==> src/rtl/eth_mac_pkg.sv <==
// Shared Ethernet MAC definitions: transmit FSM states and frame constants.
package eth_mac_pkg;

    typedef enum logic [3:0] {
        ST_IDLE,
        ST_PREAMBLE,
        ST_SFD,
        ST_DATA,
        ST_PAD,
        ST_FCS,
        ST_ABORT,
        ST_DRAIN,
        ST_IFG
    } tx_state_t;

    localparam logic [7:0]  PREAMBLE_BYTE   = 8'h55;
    localparam logic [7:0]  SFD_BYTE        = 8'hD5;
    localparam logic [31:0] CRC_POLY_REFL   = 32'hEDB88320;
    localparam logic [31:0] CRC_INIT        = 32'hFFFFFFFF;
    localparam int          MIN_FRAME_BYTES = 60;

endpackage

==> src/rtl/mac_crc32_d8.sv <==
// Combinational IEEE 802.3 CRC32 update by one byte (reflected form), shared by TX and RX.
module mac_crc32_d8
    import eth_mac_pkg::*;
(
    input  logic [31:0] crc_i,
    input  logic [7:0]  data_i,
    output logic [31:0] crc_o
);

    logic [31:0] c;

    always_comb begin
        c = crc_i ^ {24'h0, data_i};
        for (int b = 0; b < 8; b++) begin
            c = c[0] ? ((c >> 1) ^ CRC_POLY_REFL) : (c >> 1);
        end
        crc_o = c;
    end

endmodule

==> src/rtl/mac_tx_framer.sv <==
// GMII transmit framer: preamble, SFD, payload, optional pad, FCS and inter-frame gap.
// Define MAC_TX_PAD_EN to zero-pad short frames to the 60-byte minimum before the FCS.
module mac_tx_framer
    import eth_mac_pkg::*;
#(
    parameter int IFG_BYTES      = 12,
    parameter int PREAMBLE_BYTES = 7
) (
    input  logic        tx_clk_in,
    input  logic        tx_rstn_in,
    input  logic [7:0]  mac_tdata_in,
    input  logic        mac_tvalid_in,
    output logic        mac_tready_out,
    input  logic        mac_tlast_in,
    output logic [7:0]  gmii_txd_out,
    output logic        gmii_tx_en_out,
    output logic        gmii_tx_er_out,
    output logic        tx_busy_out,
    output logic [15:0] frame_cnt_out,
    output logic [15:0] underrun_cnt_out
);

    localparam logic [7:0] PRE_LAST = 8'(PREAMBLE_BYTES - 1);
    localparam logic [7:0] IFG_LAST = 8'(IFG_BYTES - 1);
`ifdef MAC_TX_PAD_EN
    localparam logic [10:0] MIN_BYTES = 11'(MIN_FRAME_BYTES);
`endif

    tx_state_t   state_q;
    logic [7:0]  cnt_q;
    logic [10:0] byte_cnt_q;
    logic [10:0] byte_cnt_inc;
    logic [31:0] crc_q;
    logic [31:0] crc_d;
    logic [7:0]  crc_byte;
    logic [7:0]  txd_q;
    logic        tx_en_q;
    logic        tx_er_q;
    logic [15:0] frame_cnt_q;
    logic [15:0] underrun_cnt_q;

    assign mac_tready_out = (state_q == ST_SFD) || (state_q == ST_DATA) || (state_q == ST_DRAIN);
    assign byte_cnt_inc   = (byte_cnt_q == 11'h7FF) ? byte_cnt_q : byte_cnt_q + 11'd1;
    // Pad bytes are zeros but still count toward the FCS.
    assign crc_byte       = (state_q == ST_PAD) ? 8'h00 : mac_tdata_in;

    mac_crc32_d8 u_crc (
        .crc_i  (crc_q),
        .data_i (crc_byte),
        .crc_o  (crc_d)
    );

    always_ff @(posedge tx_clk_in or negedge tx_rstn_in) begin
        if (!tx_rstn_in) begin
            state_q        <= ST_IDLE;
            cnt_q          <= '0;
            byte_cnt_q     <= '0;
            crc_q          <= CRC_INIT;
            txd_q          <= '0;
            tx_en_q        <= 1'b0;
            tx_er_q        <= 1'b0;
            frame_cnt_q    <= '0;
            underrun_cnt_q <= '0;
        end else begin
            // Outputs are registered for the state being entered, so each state shows its own byte.
            txd_q   <= 8'h00;
            tx_en_q <= 1'b0;
            tx_er_q <= 1'b0;
            case (state_q)
                ST_IDLE: begin
                    if (mac_tvalid_in) begin
                        state_q    <= ST_PREAMBLE;
                        txd_q      <= PREAMBLE_BYTE;
                        tx_en_q    <= 1'b1;
                        cnt_q      <= '0;
                        byte_cnt_q <= '0;
                        crc_q      <= CRC_INIT;
                    end
                end
                ST_PREAMBLE: begin
                    tx_en_q <= 1'b1;
                    if (cnt_q == PRE_LAST) begin
                        txd_q   <= SFD_BYTE;
                        state_q <= ST_SFD;
                        cnt_q   <= '0;
                    end else begin
                        txd_q <= PREAMBLE_BYTE;
                        cnt_q <= cnt_q + 8'd1;
                    end
                end
                ST_SFD, ST_DATA: begin
                    tx_en_q <= 1'b1;
                    if (!mac_tvalid_in) begin
                        state_q <= ST_ABORT;
                        tx_er_q <= 1'b1;
                    end else begin
                        txd_q      <= mac_tdata_in;
                        crc_q      <= crc_d;
                        byte_cnt_q <= byte_cnt_inc;
                        state_q    <= ST_DATA;
                        if (mac_tlast_in) begin
                            cnt_q <= '0;
`ifdef MAC_TX_PAD_EN
                            state_q <= (byte_cnt_inc < MIN_BYTES) ? ST_PAD : ST_FCS;
`else
                            state_q <= ST_FCS;
`endif
                        end
                    end
                end
`ifdef MAC_TX_PAD_EN
                ST_PAD: begin
                    tx_en_q    <= 1'b1;
                    crc_q      <= crc_d;
                    byte_cnt_q <= byte_cnt_inc;
                    if (byte_cnt_inc >= MIN_BYTES) state_q <= ST_FCS;
                end
`endif
                ST_FCS: begin
                    tx_en_q <= 1'b1;
                    txd_q   <= ~crc_q[{cnt_q[1:0], 3'b000} +: 8];
                    if (cnt_q == 8'd3) begin
                        state_q     <= ST_IFG;
                        cnt_q       <= '0;
                        frame_cnt_q <= frame_cnt_q + 16'd1;
                    end else begin
                        cnt_q <= cnt_q + 8'd1;
                    end
                end
                ST_ABORT: begin
                    // Underrun can only occur before tlast is accepted, so the rest must be drained.
                    underrun_cnt_q <= underrun_cnt_q + 16'd1;
                    state_q        <= ST_DRAIN;
                end
                ST_DRAIN: begin
                    if (mac_tvalid_in && mac_tlast_in) begin
                        state_q <= ST_IFG;
                        cnt_q   <= '0;
                    end
                end
                ST_IFG: begin
                    if (cnt_q == IFG_LAST) state_q <= ST_IDLE;
                    else                   cnt_q   <= cnt_q + 8'd1;
                end
                default: state_q <= ST_IDLE;
            endcase
        end
    end

    assign gmii_txd_out     = txd_q;
    assign gmii_tx_en_out   = tx_en_q;
    assign gmii_tx_er_out   = tx_er_q;
    assign tx_busy_out      = (state_q != ST_IDLE);
    assign frame_cnt_out    = frame_cnt_q;
    assign underrun_cnt_out = underrun_cnt_q;

endmodule

==> config.mk <==
export PLATFORM = sky130hd
export DESIGN_NAME = mac_tx_framer
export DESIGN_NICKNAME = d
export VERILOG_FILES = /design/src/rtl/eth_mac_pkg.sv /design/src/rtl/mac_crc32_d8.sv /design/src/rtl/mac_tx_framer.sv
export SDC_FILE = /design/constraint.sdc
export NUM_CORES = 1
export LEC_CHECK = 0
export CORE_UTILIZATION = 57
export CTS_BUF_LIST = sky130_fd_sc_hd__clkbuf_16
export DETAILED_ROUTE_END_ITERATION = 12
export HOLD_SLACK_MARGIN = 0.06
export PLACE_DENSITY = 0.81
export SYNTH_ARGS = -nofsm -noshare
export SYNTH_HDL_FRONTEND = slang
export SYNTH_HIERARCHICAL = 1
export SYNTH_SLANG_ARGS = --single-unit
export TNS_END_PERCENT = 30
==> constraint.sdc <==
create_clock -name tx_clk_in -period 3.7 [get_ports tx_clk_in]
set_input_delay 0.555 -clock tx_clk_in [delete_from_list [all_inputs] [get_ports tx_clk_in]]
set_output_delay 0.555 -clock tx_clk_in [all_outputs]
set_load 0.01 [all_outputs]
==> metrics.md, run 1 <==
| Metric | Value |
|---|---|
| Starting Density | `0.600` |
| # hold bufs at CTS | `0` |
| Post-CTS Resized | `0` |
| ANT nets after route | `0` |
| Final period utilization | `0.787` |
| Startpoint type of the worst setup path | `register` |
| Post-synth EDFFs | `0` |
| DRT iter0 DRCs | `139` |
| IO Count | `56` |
| Clock Skews | `0.00805 ns` |
| Yosys warning count | `6` |
| Full die area | `9160 um^2` |
| CTS tree | `done` |
| Synthesized area | `5010 um^2` |
| Antenna violations before repair | `0` |
| Delay-heaviest family, CP | `XOR/XNOR gates` |
| Status | `finished, final reports clean` |
| PortBufs | `55` |
| Die Wd | `roughly 96 um` |
| Residual DRC | `0` |
| Busiest grt layer | `met2` |
| Avg Cell Area, Syn | `12.2 um^2` |
| Post-CTS setup-driven buffer insertion count | `0` |
| Vias in the first global route | `3242` |
| Crit path max fanout | `19` |
| Cell Pwr Density | `956 nW/um^2` |
| Per-cell routed wire length | `17.9 um` |
| Met3 GRT Util | `0.0379` |
| CORE AREA | `8340 um^2` |
| Total grt overflow | `0` |
| Post-synth top flop | `dfrtp_1` |
| Gpl congestion | `0.833` |
| Worst Tran Pin Value | `0.834 ns` |
| Total Wirelength | `10300 um` |
| Pre-Repair DR Iteration Count | `4` |
| Worst-Skew Late Latency | `0.34 ns` |
| Post-synthesis sequential area ratio | `0.438` |
| Most frequent cells in the layout | `54 x dfrtp_1, 54 x clkdlybuf4s50_1, 48 x xnor2_1` |
| #FFs+latches synth | `86` |
| Hold violation count in the final report | `0` |
| Fin util | `0.716` |
| CP max stage cell | `dfrtp_1` |
| Met2 global-route usage | `0.385` |
| Fin Setup TNS | `0 ns` |
| Clk root buf | `clkbuf_16` |
| Gate Count Post-Synth | `409` |
| Post-layout instance area | `about 6000 um^2` |
| Yosys cell types | `60` |
| Final min period | `2.91 ns` |
| Max VDD drop | `0.000712 V` |
| Max Cap Viol | `0` |
| Global-route wire length before repair | `around 17000 um` |
| Worst setup EP type | `register` |
| H-tree levels | `3` |
| Filler cell count in the final layout | `about 550` |
| Crit-path max cell delay | `approximately 0.64 ns` |
| Setup CP Type | `register to register` |
| Layout cells sized above 1 | `0.201` |
| CTS clk-pin slew, worst paths | `0.07 ns` |
| Largest net degree at the start of global routing | `67` |
| Die height | `95.7 um` |
| Fin nets | `479` |
| CP required | `3.97 ns` |
| RSZ-0062 raised after global routing | `no` |
| CTS Buf Count | `9` |
| GR Util All Layers | `0.245` |
| Peak Freq | `~0.34 GHz` |
| Slew Limit Fails | `0` |
| Relative slew slack | `0.444` |
| Min-delay worst type | `input pin to async pin` |
| Via/cell ratio | `slightly below 6` |
| Row cnt | `33` |
| Dpl cell area | `5660 um^2` |
| Ys async rst share | `1.00` |
| Worst EP arrival | `3.18 ns` |
| Synthesized Nets | `between 400 and 500` |
| CP Buf/Inv Count | `1` |
| P&R area growth vs syn | `19.4%` |
| CTS Buffer Depth | `2` |
| Setup Viol. Count Final | `0` |
| CTS Sinks | `86` |
| Diode count | `0` |
| GR Layer Usage met1 | `0.343` |
| Detailed placement HPWL | `7040 um` |
| Routed vias | `3349` |
| CP cell instances | `nor4b_1 > buf_4 > nor2b_1 > xnor2_2 > xnor2_2 > xnor3_1 > o22a_1` |
| Worst path most repeated cell | `xnor2_2` |
| Leak | `approximately 2.5 nW` |
-- Yosys cell counts (all sizes together) (9+ instances only) --
library cell   n  share of area
nor2b         12          0.015
a21oi          9         0.0090
nor2          17          0.014
clkbuf        15          0.011
o22a          32          0.056
dfrtp         54           0.27
o21ai         10          0.010
nand3         11          0.011
xnor3         12          0.055
xnor2         56           0.11
dfstp         32           0.17
nand2         22          0.016
xor2          23          0.043
-- where the power goes --
group          internal [mW]  switching, mW  total (mW)
registers               1.29          0.257        1.54
logic                   1.82           1.37        3.19
clock network          0.594          0.383       0.976
-- logic make-up after synthesis --
family                     after synthesis  share of synthesized area
xor gates and xnor gates                96                      0.236
muxes                                   11                     0.0427
buffers and inverters                   27                     0.0225
AOI/OAI and AO/OA                       75                      0.122
adders and majority gates                4                     0.0100
and+or+nand+nor                        110                      0.129
DFF                                     86                      0.438
-- metrics by stage --
step,total power [mW],hold WS (ns),setup WS [ns],cells
after floorplan,4.06,0.259,0.507,409
after global placement,4.63,0.455,0.826,557
after detailed placement,4.72,0.459,0.756,557
after CTS,5.72,0.350,0.808,573
after global routing,6.04,0.399,0.594,573
final,5.71,0.314,0.787,573
-- worst paths after layout --
check | start | end | slack (ns) | cells after the start
max reg2reg | state_q[2] | crc_q[26] | 0.79 | 7
max | state_q[2] | crc_q[26] | 0.79 | 7
min reg2reg | frame_cnt_out[15] | frame_cnt_out[15] | 0.47 | 1
max in group asynchronous | tx_rstn_in | crc_q[21] | 2.52 | 2
min in group tx_clk_in | frame_cnt_out[15] | frame_cnt_out[15] | 0.47 | 1
min | tx_rstn_in | cnt_q[5] | 0.31 | 1
-- layout make-up --
type	instances	area, um^2	share of cell area
clock buffer	9	225	0.0377
clock inverter	7	95.1	0.0159
inverter	8	30.0	0.00503
multi-input combinational	296	2700	0.452
sequential	86	2190	0.367
tap	105	131	0.0220
timing repair buffer	62	601	0.101
-- flip-flops by register name, indices dropped and copies added (netlist names) --
name / flops
gmii_txd_out: 8
crc_q: 32
cnt_q: 8
gmii_tx_er_out: 1
gmii_tx_en_out: 1
frame_cnt_out: 16
state_q: 4
underrun_cnt_out: 16
-- layer usage --
layer  vias up  part of all wire
met3        16             0.027
met4         0             0.017
met1      1698              0.47
li1       1575                 -
met5         -                 0
met2        60              0.48
(Power assumes the default switching activity.)
==> run 2, diff against run 1 <==
Clock period 3.7 ns to 2.92 ns, I/O delays scaled along.
==> run 2 against run 1 <==
Compared with the run above:
- via count is 2.7% higher
- non-clock buffer count grew 12
- critical path depth unchanged
- first-iteration DRC count grew 59%
- total power rose by 29%
- core utilization is 0.82 points higher
- sequential share of layout area shrank 0.42 points
- clock skew down 0.0030 ns
- maximum frequency increased by 13%
- largest cell class unchanged
==> metrics.md, run 2 (synthesis gave the netlist of run 1 again) <==
| Metric | Value |
|---|---|
| Die Wd | `95.7 um (unchanged)` |
| Row cnt | `33 (unchanged)` |
| Final min period | `2.58 ns (was 2.91 ns)` |
| Pre-Repair DR Iteration Count | `5 (was 4)` |
| Full die area | `9160 um^2 (unchanged)` |
| IO Count | `56 (unchanged)` |
| Final period utilization | `0.882 (was 0.787)` |
| Post-layout instance area | `6040 um^2 (was 5980 um^2)` |
| Hold violation count in the final report | `0 (unchanged)` |
| Via/cell ratio | `5.88 (was 5.84)` |
| Most frequent cells in the layout | `54 x dfrtp_1, 54 x clkdlybuf4s50_1, 48 x xnor2_1 (unchanged)` |
| Setup ws final | `0.344 ns (was 0.787 ns)` |
| Worst slack, placed | `0.241 ns (was 0.756 ns)` |
| Slew Limit Fails | `0 (unchanged)` |
| Setup CP Type | `register to register (unchanged)` |
| CTS clk-pin slew, worst paths | `0.06 ns (was 0.07 ns)` |
| Worst setup EP type | `register (unchanged)` |
| Cell Pwr Density | `1220 nW/um^2 (was 956 nW/um^2)` |
| Largest net degree at the start of global routing | `75 (was 67)` |
| Diode count | `0 (unchanged)` |
| Clock Skews | `0.00508 ns (was 0.00805 ns)` |
| Max VDD drop | `0.000687 V (was 0.000712 V)` |
| Clk root buf | `clkbuf_16 (unchanged)` |
| PortBufs | `55 (unchanged)` |
| Min-delay worst type | `input pin to async pin (unchanged)` |
| ANT nets after route | `0 (unchanged)` |
| Gpl congestion | `0.813 (was 0.833)` |
| DP Cell Count | `569 (was 557)` |
| DRT iter0 DRCs | `221 (was 139)` |
| Worst Tran Pin Value | `0.945 ns (was 0.834 ns)` |
| Max Cap Viol | `0 (unchanged)` |
| Starting Density | `0.600 (unchanged)` |
| Dpl cell area | `5750 um^2 (was 5660 um^2)` |
| Setup Viol. Count Final | `0 (unchanged)` |
| Worst EP arrival | `2.84 ns (was 3.18 ns)` |
| Fin Setup TNS | `0 ns (unchanged)` |
| Final total power | `7.35 mW (was 5.71 mW)` |
| CTS Buf Count | `9 (unchanged)` |
| Relative slew slack | `0.370 (was 0.444)` |
| P&R area growth vs syn | `20.7% (was 19.4%)` |
| CORE AREA | `8340 um^2 (unchanged)` |
| Antenna violations before repair | `0 (unchanged)` |
| Routed vias | `3438 (was 3349)` |
| Status | `finished, final reports clean (unchanged)` |
| Max FFs per register | `32 (unchanged)` |
| Startpoint type of the worst setup path | `register (unchanged)` |
| Die height | `95.7 um (unchanged)` |
| Total grt overflow | `0 (unchanged)` |
| Global-route wire length before repair | `18000 um (was 16800 um)` |
| H-tree levels | `3 (unchanged)` |
| Residual DRC | `0 (unchanged)` |
| Per-cell routed wire length | `18.7 um (was 17.9 um)` |
| Leak | `2.57 nW (was 2.53 nW)` |
| Post-CTS Resized | `0 (unchanged)` |
| Total Wirelength | `10900 um (was 10300 um)` |
| # hold bufs at CTS | `0 (unchanged)` |
| Final worst hold slack | `0.197 ns (was 0.314 ns)` |
| Layout cells sized above 1 | `0.221 (was 0.201)` |
| GR Util All Layers | `0.265 (was 0.245)` |
| Vias in the first global route | `3508 (was 3242)` |
| Most flop-heavy register | `crc_q (unchanged)` |
| Fin util | `0.725 (was 0.716)` |
| CTS tree | `done (unchanged)` |
| Post-CTS setup-driven buffer insertion count | `0 (unchanged)` |
| Non-Filler Instances | `585 (was 573)` |
| Peak Freq | `0.388 GHz (was 0.343 GHz)` |
| CTS Buffer Depth | `2 (unchanged)` |
| Fin nets | `491 (was 479)` |
| Filler cell count in the final layout | `579 (was 553)` |
| Crit path max fanout | `8 (was 19)` |
| Detailed placement HPWL | `7430 um (was 7040 um)` |
| Worst-Skew Late Latency | `0.34 ns (about the same)` |
| RSZ-0062 raised after global routing | `no (unchanged)` |
| CTS Sinks | `86 (unchanged)` |
| CP required | `3.19 ns (was 3.97 ns)` |
[run 2: final cells by class]
class,count,area [um^2],area share
Clock buffer,9,225,0.0373
Multi-Input combinational cell,296,2710,0.448
Sequential cell,86,2190,0.363
Tap cell,105,131,0.0217
Inverter,8,30.0,0.00497
Clock inverter,7,67.6,0.0112
Timing Repair Buffer,74,691,0.114
[run 2: critical path, stage by stage (launching register included)]
cell	delay (ns)
dfrtp_1	0.38
nor4b_2	0.26
buf_4	0.21
nor2b_1	0.09
xnor2_2	0.40
xnor3_2	0.49
xnor3_4	0.44
o22a_1	0.22
[run 2: layer usage]
metal,wire [um],GRT usage,vias up,share of wire
li1,-,-,1596,-
met1,4740,0.352,1750,0.43
met2,5610,0.445,73,0.51
met3,340,0.0324,19,0.031
met4,229,0.104,0,0.021
met5,0,0,-,0
[run 2: final timing paths]
kind | slack, ns | startpoint | depth (start not counted) | end
worst max-delay path | 0.34 | state_q[3] | 7 | crc_q[24]
worst min-delay path | 0.20 | tx_rstn_in | 1 | cnt_q[5]
worst max register to register | 0.34 | state_q[3] | 7 | crc_q[24]
worst min register to register | 0.46 | underrun_cnt_out[15] | 1 | underrun_cnt_out[15]
max in group asynchronous | 1.85 | tx_rstn_in | 2 | crc_q[24]
min in group tx_clk_in | 0.46 | underrun_cnt_out[15] | 1 | underrun_cnt_out[15]
[run 2: power breakdown]
part / internal, mW / leakage [nW] / switching [mW] / total [mW]
combinational: 2.45 / 1.36 / 1.85 / 4.30
sequential: 1.63 / 1.07 / 0.287 / 1.92
clock: 0.658 / 0.143 / 0.478 / 1.14
==> run 3, diff against run 2 <==
Settings changed: SLEW_MARGIN set to 10.
==> results of run 3 <==
Same layout as run 2: the final DEF is identical, and so are final timing and power.
